## config.mk

```make
export PLATFORM = sky130hd
export DESIGN_NAME = nibble_serial_subtractor_ctrl
export DESIGN_NICKNAME = d
export VERILOG_FILES = /design/src/rtl/nibble_serial_subtractor_ctrl.sv
export SDC_FILE = /design/constraint.sdc
export NUM_CORES = 1
export LEC_CHECK = 0
export ABC_AREA = 1
export ABC_CLOCK_PERIOD_IN_PS = 3250
export CAP_MARGIN = 20
export CORE_ASPECT_RATIO = 1.75
export CORE_MARGIN = 4
export CORE_UTILIZATION = 56
export CTS_CLUSTER_SIZE = 12
export DETAILED_ROUTE_END_ITERATION = 8
export HOLD_SLACK_MARGIN = 0.03
export PLACE_DENSITY = 0.93
export SLEW_MARGIN = 10
export SYNTH_ARGS = -nofsm -noshare
export SYNTH_HDL_FRONTEND = slang
export SYNTH_SLANG_ARGS = --single-unit
```

## constraint.sdc

```tcl
create_clock -name clk -period 3.25 [get_ports clk]
set_input_delay 0.4875 -clock clk [delete_from_list [all_inputs] [get_ports clk]]
set_output_delay 0.4875 -clock clk [all_outputs]
set_load 0.1 [all_outputs]
```

## src/rtl/nibble_serial_subtractor_ctrl.sv

```systemverilog
// Purpose: sequences a WIDTH-bit subtraction a - b through one external 4-bit ripple stage, one nibble per cycle.
// Latency: done pulses NIBBLES cycles after the accepting edge; one operation per NIBBLES+1 cycles.
// Backpressure: none; start is only sampled in IDLE or DONE, and a start seen during RUN is ignored.
//
// Ports:
//   clk, rst               clock and synchronous active-high reset
//   start, a, b            operation request; a and b are latched on the accepting edge
//   busy, done             busy is high in RUN; done is a one-cycle pulse when a result is valid
//   diff, borrow, overflow a - b modulo 2^WIDTH, unsigned borrow, signed overflow (held until the next result)
//   sub_a, sub_b, sub_cin  operand nibble, inverted subtrahend nibble and carry-in to the 4-bit stage
//   sub_s, sub_cout        combinational sum and carry-out returned by the 4-bit stage
module nibble_serial_subtractor_ctrl #(
  parameter int WIDTH = 32
) (
  input  logic             clk,
  input  logic             rst,
  input  logic             start,
  input  logic [WIDTH-1:0] a,
  input  logic [WIDTH-1:0] b,
  output logic             busy,
  output logic             done,
  output logic [WIDTH-1:0] diff,
  output logic             borrow,
  output logic             overflow,
  output logic [3:0]       sub_a,
  output logic [3:0]       sub_b,
  output logic             sub_cin,
  input  logic [3:0]       sub_s,
  input  logic             sub_cout
);

  localparam int NIBBLES = WIDTH / 4;
  localparam int IDX_W   = (NIBBLES > 1) ? $clog2(NIBBLES) : 1;

  typedef enum logic [1:0] {
    S_IDLE = 2'd0,
    S_RUN  = 2'd1,
    S_DONE = 2'd2
  } state_t;

  state_t             state_q, state_d;
  logic [IDX_W-1:0]   idx_q, idx_d;
  logic               carry_q, carry_d;
  logic [WIDTH-1:0]   a_r_q, a_r_d;
  logic [WIDTH-1:0]   b_r_q, b_r_d;
  logic [WIDTH-1:0]   diff_sh_q, diff_sh_d;
  logic [WIDTH-1:0]   diff_q, diff_d;
  logic               borrow_q, borrow_d;
  logic               overflow_q, overflow_d;
  logic               busy_q, busy_d;
  logic               done_q, done_d;

  // Shift image with the nibble being computed this cycle already merged in,
  // so the last RUN edge can publish the complete result directly.
  logic [WIDTH-1:0]   result;
  logic               last_nib;

  always_comb begin
    state_d    = state_q;
    idx_d      = idx_q;
    carry_d    = carry_q;
    a_r_d      = a_r_q;
    b_r_d      = b_r_q;
    diff_sh_d  = diff_sh_q;
    diff_d     = diff_q;
    borrow_d   = borrow_q;
    overflow_d = overflow_q;

    sub_a   = 4'd0;
    sub_b   = 4'd0;
    sub_cin = 1'b0;

    result                = diff_sh_q;
    result[4*idx_q +: 4]  = sub_s;
    last_nib              = (idx_q == IDX_W'(NIBBLES - 1));

    case (state_q)
      S_RUN: begin
        // Subtraction as a + ~b + 1: the +1 enters as the initial carry.
        sub_a   = a_r_q[4*idx_q +: 4];
        sub_b   = ~b_r_q[4*idx_q +: 4];
        sub_cin = carry_q;

        diff_sh_d = result;
        carry_d   = sub_cout;
        idx_d     = idx_q + IDX_W'(1);
        if (last_nib) begin
          state_d    = S_DONE;
          diff_d     = result;
          borrow_d   = ~sub_cout;
          overflow_d = (a_r_q[WIDTH-1] != b_r_q[WIDTH-1]) &&
                       (result[WIDTH-1] != a_r_q[WIDTH-1]);
        end
      end
      default: begin
        // IDLE and DONE both accept; DONE falls back to IDLE otherwise.
        if (start) begin
          a_r_d   = a;
          b_r_d   = b;
          idx_d   = '0;
          carry_d = 1'b1;
          state_d = S_RUN;
        end else begin
          state_d = S_IDLE;
        end
      end
    endcase

    busy_d = (state_d == S_RUN);
    done_d = (state_d == S_DONE);
  end

  always_ff @(posedge clk) begin
    if (rst) begin
      state_q    <= S_IDLE;
      idx_q      <= '0;
      carry_q    <= 1'b0;
      a_r_q      <= '0;
      b_r_q      <= '0;
      diff_sh_q  <= '0;
      diff_q     <= '0;
      borrow_q   <= 1'b0;
      overflow_q <= 1'b0;
      busy_q     <= 1'b0;
      done_q     <= 1'b0;
    end else begin
      state_q    <= state_d;
      idx_q      <= idx_d;
      carry_q    <= carry_d;
      a_r_q      <= a_r_d;
      b_r_q      <= b_r_d;
      diff_sh_q  <= diff_sh_d;
      diff_q     <= diff_d;
      borrow_q   <= borrow_d;
      overflow_q <= overflow_d;
      busy_q     <= busy_d;
      done_q     <= done_d;
    end
  end

  assign busy     = busy_q;
  assign done     = done_q;
  assign diff     = diff_q;
  assign borrow   = borrow_q;
  assign overflow = overflow_q;

endmodule

```

# == Word level (Yosys, flattened, before mapping) ==
# Cells that the tools add are included.
# totals
register_bits,138
in_bits,72
output_inout_bits,45
elab_cells,41
# op_classes
add_sub_neg,2
n_eq_ne,6
n_shift,4
mux,11
n_bitwise,3
n_reduce_logical,4
# ops
op,count
$shiftx A32 B6 Y4,2
$neg A5 Y34,1
$shift A4 B34 Y32 const A,1
$shiftx A4 B34 Y32,1
$bwmux W32,1
$mux W4,2
$mux W3,2
$eq A2 B1 Y1 const B,2
$mux W1,4
$mux W2,2
$not A4 Y4,1
$reduce_and A2 Y1,2
$add A3 B1 Y3 const B,1
$eq A3 B3 Y1 const B,1
$eq A2 B2 Y1 const B,1
$ne A1 B1 Y1,2
$not A1 Y1,2
$reduce_bool A2 Y1,1
$logic_and A1 B1 Y1,1

# == Longest topological paths before layout ==
# Gate-level depths: netlist of run 1.
# logic_depth
depth_word,5
ltp_mapped,16
ltp_nobuf,13

# == Worst setup path before layout of run 1 ==
# OpenSTA, ideal clock, no wires.
# synth_path
path_type,flip-flop to output port
startpoint,register idx_q[0]
endpoint,output port sub_b[1]
t_arrival_ns,3.170
t_required_ns,2.762
slack_ns,-0.408
path_stages_with_launch,8
n_path_buf,3
cell_sequence,dfxtp_1 -> buf_4 -> inv_2 -> buf_6 -> buf_2 -> a21oi_1 -> nor2_1 -> a211oi_1
# synth_via
elab_chain_len,3
# synth_rtl
element,line_no,source
"start, declared",42,"logic [IDX_W-1:0] idx_q, idx_d;"
"start signal, assigned",128,idx_q <= idx_d;
$shiftx A32 B6 Y4,81,sub_b = ~b_r_q[4*idx_q +: 4];
$not A4 Y4,81,
$mux W4,77,case (state_q)
"end, declared",26,"output logic [3:0] sub_b,"
# No other way between the ends.

# == Worst setup path after layout of run 1 ==
# layout_path
startpoint,register idx_q[0]
endpoint,output port sub_b[0]
# The elaborated chain is that of the path after synthesis.

==> results.json, run 1 <==
{
  "status": "finished, final reports clean",
  "vias": 6196,
  "cts_tree": "built",
  "cts_hold_buf": 0,
  "slowest_stage": "buf_4",
  "ys_async_sr_fraction_pct": 0,
  "wl_per_cell_um": 15.3,
  "switching_power_mw": 1.21,
  "n_antenna_cell": 0,
  "clock_skew_ps": 7.49,
  "row_count": 50,
  "p_per_area_mw_per_mm2": 581,
  "die_area_sq_mm": 0.0126,
  "rsz0062_at_grt": "false",
  "post_cts_resized": 0,
  "synth_adder_area_share_pct": 1.03,
  "yosys_warnings": 0,
  "yosys.area_share.simple_pct": 29.5,
  "gr-total-overflow": 0,
  "clock_sinks": 138,
  "finalHoldViolations": 0,
  "vias_per_cell": 5.57,
  "drt-total-wl_um": 17000,
  "crit_type": "flop to output pin",
  "grt_pass1_wl_um": 27600,
  "syn-num-nets": 955,
  "setup_viol": 0,
  "syn_area_sq_mm": 0.00605,
  "cts_buffers": 17,
  "clockBufferDepth": 2,
  "fmax_ghz": 0.373,
  "initial_core_util_pct": 56.9,
  "ys_seq_area_share_pct": 45.7,
  "antenna_found_initial": 0,
  "drv_slew": 0,
  "firstDrtPassIters": 6,
  "synthFlopType": "dfxtp_1",
  "dp_slack_ps": 857,
  "synth_top_family_by_area": "simple AND/OR/NAND/NOR gates",
  "fin_cells": 1112,
  "seqPwrFrac_pct": 40.4,
  "setup-tns-final_ps": 0,
  "ios": 117,
  "grt_usage_pct": 27.3,
  "antenna_left": 0,
  "fp.dieH_um": 146,
  "synth_edf_count": 0,
  "htreeDepth": 4,
  "root_buffer": "clkbuf_16",
  "drc": 0,
  "ir_worst_vdd_mv": 0.483,
  "dp_cells": 1080,
  "die_x_um": 86.6,
  "max-slew-margin-rel_pct": 35.0,
  "leakage_nw": 3.55,
  "coreArea_sq_mm": 0.0106,
  "cp_cell_sequence": "inv_2 -> buf_4 -> a21oi_1 -> o21ai_0 -> o21ai_0 -> a21oi_1 -> buf_12",
  "final_nets": 1046,
  "worstPathRequired_ps": 2760,
  "fin_crit_sh_pct": 82.5,
  "comb_power_share_pct": 14.5,
  "clkPwrFrac_pct": 45.1,
  "post-route-min-period_ps": 2680,
  "io_buffers": 116,
  "crit_path_end_kind": "output pin",
  "synth-xor-area-share_pct": 0,
  "path_buf_inv": 3,
  "cpPeakStageDelay_ps": 360,
  "start_kind": "flop",
  "ys_ff_latch": 138,
  "synthCells": 878,
  "grt_pass1_vias": 6191,
  "synth.area.mux_share_pct": 0,
  "cell_internal_pwr_mw": 3.35,
  "drt_iter0_drc": 553,
  "synth_compound_area_share_pct": 15.6,
  "maxCapViolations": 0,
  "drive_gt1_share_pct": 10.3,
  "crit_family": "compound AO/OA/AOI/OAI gates",
  "path_max_fanout": 34,
  "clk_latency_ps": 430,
  "hold_class": "flop to flop",
  "power_switching_share_pct": 26.5,
  "hpwl_um": 10800,
  "clk_pin_slew_ps": 60,
  "worst_slack_ps": 570,
  "place_congestion": 0.822,
  "syn2layout_area_growth_pct": 29.9,
  "synth_area_per_cell_sq_um": 6.89,
  "worst_slew_pin_slew_ps": 971,
  "worstPathArrival_ps": 2190,
  "grt_max_degree": 66,
  "post_cts_buffers": 0,
  "yosysUniqueCellTypes": 29
}
[routing by layer]
metal,track usage [%],vias up,wire length (um)
li1,-,2982,-
met1,27.5,2813,5870
met2,49.0,311,9080
met3,5.44,90,1080
met4,18.1,0,954
met5,0,-,0
[synth_stat cells, types with 10 or more instances]
cell | count | area [sq um]
dfxtp_1 | 138 | 2760
o21ai_0 | 119 | 596
nor2_1 | 194 | 728
o21ai_1 | 24 | 120
inv_1 | 47 | 176
buf_2 | 23 | 115
a21oi_1 | 25 | 125
inv_2 | 10 | 37.5
clkbuf_1 | 22 | 82.6
nand3_1 | 40 | 200
nand2_1 | 185 | 694
[final cells by class]
type                            instances  area, sq um
Fill cell                             780         2780
Timing Repair Buffer                  126         1270
Tap cell                              130          163
Inverter                               60          228
Multi-Input combinational cell        626         2810
Sequential cell                       138         2760
Clock inverter                         12          171
Clock buffer                           20          457
[worst reg2reg max path, stage by stage, from the launching register on]
cell and delay (ps):
dfxtp_1 300, buf_4 240, inv_4 140, ha_1 230, ha_1 610, nand2_2 160
nor2_2 300, nand2_1 130, o21ai_0 150, a21oi_1 100
[stage by stage]
step           hold WS, ps  instance area, sq um  total power [mW]  utilization (%)
2_1_floorplan          429                  6060              2.30                -
6_report               449                  7860              4.56             73.9
3_3_place_gp           438                  7230              2.50             68.0
4_1_cts                453                  7860              4.56             73.9
5_1_grt                463                  7860              4.71             73.9
3_5_place_dp           441                  7230              2.51             68.0
[sequential cells by signal, indices dropped and copies added (netlist names)]
| signal | cells |
|---|---|
| a_r_q | 32 |
| idx_q | 3 |
| diff_sh_q | 32 |
| done | 1 |
| carry_q | 1 |
| diff | 32 |
| borrow | 1 |
| b_r_q | 32 |
| state_q | 2 |
| overflow | 1 |
| busy | 1 |
[power groups by stage]
stage | registers (mW) | clock network (mW) | logic, mW
5_1_grt | 1.85 | 2.14 | 0.726
3_5_place_dp | 1.87 | 0 | 0.639
4_1_cts | 1.84 | 2.06 | 0.657
2_1_floorplan | 1.86 | 0 | 0.435
3_3_place_gp | 1.87 | 0 | 0.626
6_report | 1.84 | 2.06 | 0.663
[logic make-up after synthesis]
family / count (synthesis)
AOI/OAI and AO/OA: 183
adders and majority gates: 5
DFF: 138
buffers and inverters: 114
and+or+nand+nor: 438
[cell usage in the layout, fill, tap and decap left out, types with 2 or more instances in the layout]
cell / instances
nor2_4: 5
clkbuf_8: 2
clkinv_4: 3
o22ai_1: 4
buf_4: 30
o21ai_1: 24
nand2_1: 185
nor3_2: 2
bufinv_16: 4
a31oi_1: 3
a21oi_1: 25
clkinv_2: 5
ha_1: 5
clkdlybuf4s50_1: 88
inv_2: 11
buf_12: 8
clkbuf_16: 17
nand2_2: 6
inv_1: 47
o21ai_0: 119
dfxtp_1: 138
nand3_1: 40
nor2_2: 3
o211ai_1: 4
nor2_1: 194
a211oi_2: 2
[worst paths after layout]
check                              from                          to  slack (ps)  cells past startpoint
setup / recovery  idx_q[0]$_SDFFE_PP0P_                    sub_b[0]         570                      7
hold / removal    diff[24]$_SDFFE_PP0P_       diff[24]$_SDFFE_PP0P_         450                      2
setup reg to reg  idx_q[1]$_SDFFE_PP0P_  diff_sh_q[12]$_SDFFE_PP0P_         760                      9
hold reg to reg   diff[24]$_SDFFE_PP0P_       diff[24]$_SDFFE_PP0P_         450                      2
Note: power is estimated with default switching activity, not from simulation.
==> inputs of run 2 (changes only) <==
--- a/config.mk
+++ b/config.mk
@@ -6,15 +6,15 @@
 export NUM_CORES = 1
 export LEC_CHECK = 0
 export ABC_AREA = 1
-export ABC_CLOCK_PERIOD_IN_PS = 3250
+export ABC_CLOCK_PERIOD_IN_PS = 2210
 export CAP_MARGIN = 20
 export CORE_ASPECT_RATIO = 1.75
 export CORE_MARGIN = 4
-export CORE_UTILIZATION = 56
+export CORE_UTILIZATION = 47
 export CTS_CLUSTER_SIZE = 12
 export DETAILED_ROUTE_END_ITERATION = 8
 export HOLD_SLACK_MARGIN = 0.03
-export PLACE_DENSITY = 0.93
+export PLACE_DENSITY = 0.84
 export SLEW_MARGIN = 10
 export SYNTH_ARGS = -nofsm -noshare
 export SYNTH_HDL_FRONTEND = slang
==> constraint.sdc (replaced) <==
create_clock -name clk -period 2.21 [get_ports clk]
set_input_delay 0.3315 -clock clk [delete_from_list [all_inputs] [get_ports clk]]
set_output_delay 0.3315 -clock clk [all_outputs]
set_load 0.1 [all_outputs]
==> run 2 against run 1 <==
Final area rose by 2.2%. Worst setup slack got worse by 510 ps. Clock skew up 5.2 ps. Utilization down 10 points. Highest routed layer unchanged. First-iteration DRC count fell by 36%. Largest cell class unchanged. Count of clock-buffer cells in the layout decreased by 1. Global-route usage shrank 5.1 points. Sequential cell count stayed put.
==> results.json, run 2 (synthesis gave the netlist of run 1 again) <==
{
  "status": "finished, final reports clean",
  "fmax_ghz": 0.465,
  "path_max_fanout": 17,
  "final_common_cell": "nor2_1",
  "r2r_slack_ps": 150,
  "crit_path_end_kind": "output pin",
  "wl_per_cell_um": 14.4,
  "fp.dieH_um": 158,
  "final_cell_mix": "nor2_1 (188), nand2_1 (184), dfxtp_1 (137)",
  "clock_skew_ps": 12.7,
  "multiInputGateArea_sq_mm": 0.00285,
  "clock_sinks": 138,
  "grt_pass1_wl_um": 25800,
  "cpPeakStageDelay_ps": 350,
  "worstPathRequired_ps": 1880,
  "post-route-min-period_ps": 2150,
  "grt_usage_pct": 22.2,
  "io_buffers": 116,
  "min_from": "diff[8]$_SDFFE_PP0P_",
  "antenna_found_initial": 0,
  "cts_hold_buf": 0,
  "coreArea_sq_mm": 0.0126,
  "vias": 6034,
  "path_buf_inv": 3,
  "die_x_um": 93.8,
  "root_buffer": "clkbuf_16",
  "drt_iter0_drc": 354,
  "htreeDepth": 4,
  "met2_usage_pct": 40.4,
  "die_area_sq_mm": 0.0148,
  "fillers": 1108,
  "hpwl_um": 11300,
  "worst_slew_pin_slew_ps": 590,
  "worstPathArrival_ps": 1820,
  "p_per_area_mw_per_mm2": 798,
  "ff2ff_path_depth": 10,
  "gr-total-overflow": 0,
  "cp_cell_sequence": "inv_4 -> buf_6 -> nand2_1 -> a21oi_1 -> nor2_1 -> a211oi_2 -> buf_12",
  "vias_per_cell": 5.19,
  "hold_path_end": "diff[8]$_SDFFE_PP0P_",
  "n_antenna_cell": 0,
  "hold_class": "flop to flop",
  "hold_path_depth": 2,
  "syn2layout_area_growth_pct": 32.8,
  "drt-total-wl_um": 16700,
  "final_nets": 1059,
  "slowest_stage": "dfxtp_1",
  "drv_slew": 0,
  "initial_core_util_pct": 48.1,
  "crit_family": "buffers and inverters",
  "setup_viol": 0,
  "fin_crit_sh_pct": 97.3,
  "finalHoldViolations": 0,
  "clk_latency_ps": 420,
  "clockBufferDepth": 2,
  "drc": 0,
  "fin_util_pct": 63.9,
  "antenna_left": 0,
  "grt_max_degree": 44,
  "maxCapViolations": 0,
  "finalPower_mw": 6.41,
  "firstDrtPassIters": 5,
  "clk_pin_slew_ps": 60,
  "worst_r2r_endpoint": "diff_sh_q[17]$_SDFFE_PP0P_",
  "ir_worst_vdd_mv": 0.602,
  "start_kind": "flop",
  "cts_tree": "built",
  "layout.area.seq_sq_mm": 0.00277,
  "ios": 117,
  "grt_busiest_layer": "met2",
  "gr-usage-met1_pct": 23.0,
  "rr_startpoint": "idx_q[0]$_SDFFE_PP0P_",
  "grt_pass1_vias": 5614,
  "grtUsageMet3_pct": 4.99,
  "max-slew-margin-rel_pct": 60.6,
  "leakage_nw": 3.62,
  "cts_buffers": 17,
  "place_congestion": 0.900,
  "row_count": 54,
  "drive_gt1_share_pct": 14.2,
  "crit_type": "flop to output pin"
}
==> run 2: repair_timing <==
item                       4_1_cts  5_1_grt
resized for setup                4        9
cloned                           0        3
setup endpoints to repair        6        7
pin swaps                        0        1
buffers inserted                 0        1
==> run 2: worst min-delay path, stage by stage, from the launching register on <==
cell and delay, ps:
dfxtp_1 310, nand2_1 60, nand2_1 40
==> run 2: final cells by class <==
type,instances,share of cell area [%]
Clock buffer,19,5.51
Clock inverter,13,1.51
Inverter,60,2.87
Multi-Input combinational cell,626,35.4
Sequential cell,138,34.4
Tap cell,168,2.62
Timing Repair Buffer,139,17.7
==> run 2: layer usage <==
layer  part of all wire, %  wire length [um]
met4                   4.0               662
met1                    37              6280
met2                    54              9010
met3                   4.7               790
met5                     0                 0
==> run 2: where the power goes <==
part | switching, mW | leakage [nW] | internal, mW | total, mW
Combinational | 0.628 | 2.24 | 0.406 | 1.03
Clock | 1.10 | 0.250 | 1.58 | 2.67
Sequential | 0.0688 | 1.13 | 2.63 | 2.70
Total | 1.79 | 3.62 | 4.62 | 6.41
==> run 2: through the flow <==
step / instances / setup slack (ps) / area (sq um) / setup TNS, ps / hold WS (ps)
6_report: 1163 / 60.2 / 8040 / 0 / 452
5_1_grt: 1163 / -1.98 / 8040 / -1.98 / 474
4_1_cts: 1159 / 24.2 / 7920 / 0 / 451
3_5_place_dp: 1127 / 264 / 7340 / 0 / 442
3_3_place_gp: 1127 / 276 / 7340 / 0 / 440
2_1_floorplan: 878 / -339 / 6090 / -397 / 429
==> run 2: how the worst max path moves through the flow <==
stage                     startpoint  depth (start not counted)                     to  slack (ps)
3_5_place_dp   idx_q[0]$_SDFFE_PP0P_                          7  diff[15]$_SDFFE_PP0P_         260
5_1_grt        idx_q[1]$_SDFFE_PP0P_                          7               sub_b[1]          -2
3_3_place_gp   idx_q[0]$_SDFFE_PP0P_                          7  diff[15]$_SDFFE_PP0P_         280
4_1_cts        idx_q[0]$_SDFFE_PP0P_                          8               sub_a[3]          20
6_report       idx_q[1]$_SDFFE_PP0P_                          7               sub_b[1]          60
2_1_floorplan  idx_q[0]$_SDFFE_PP0P_                          7               sub_b[1]        -340
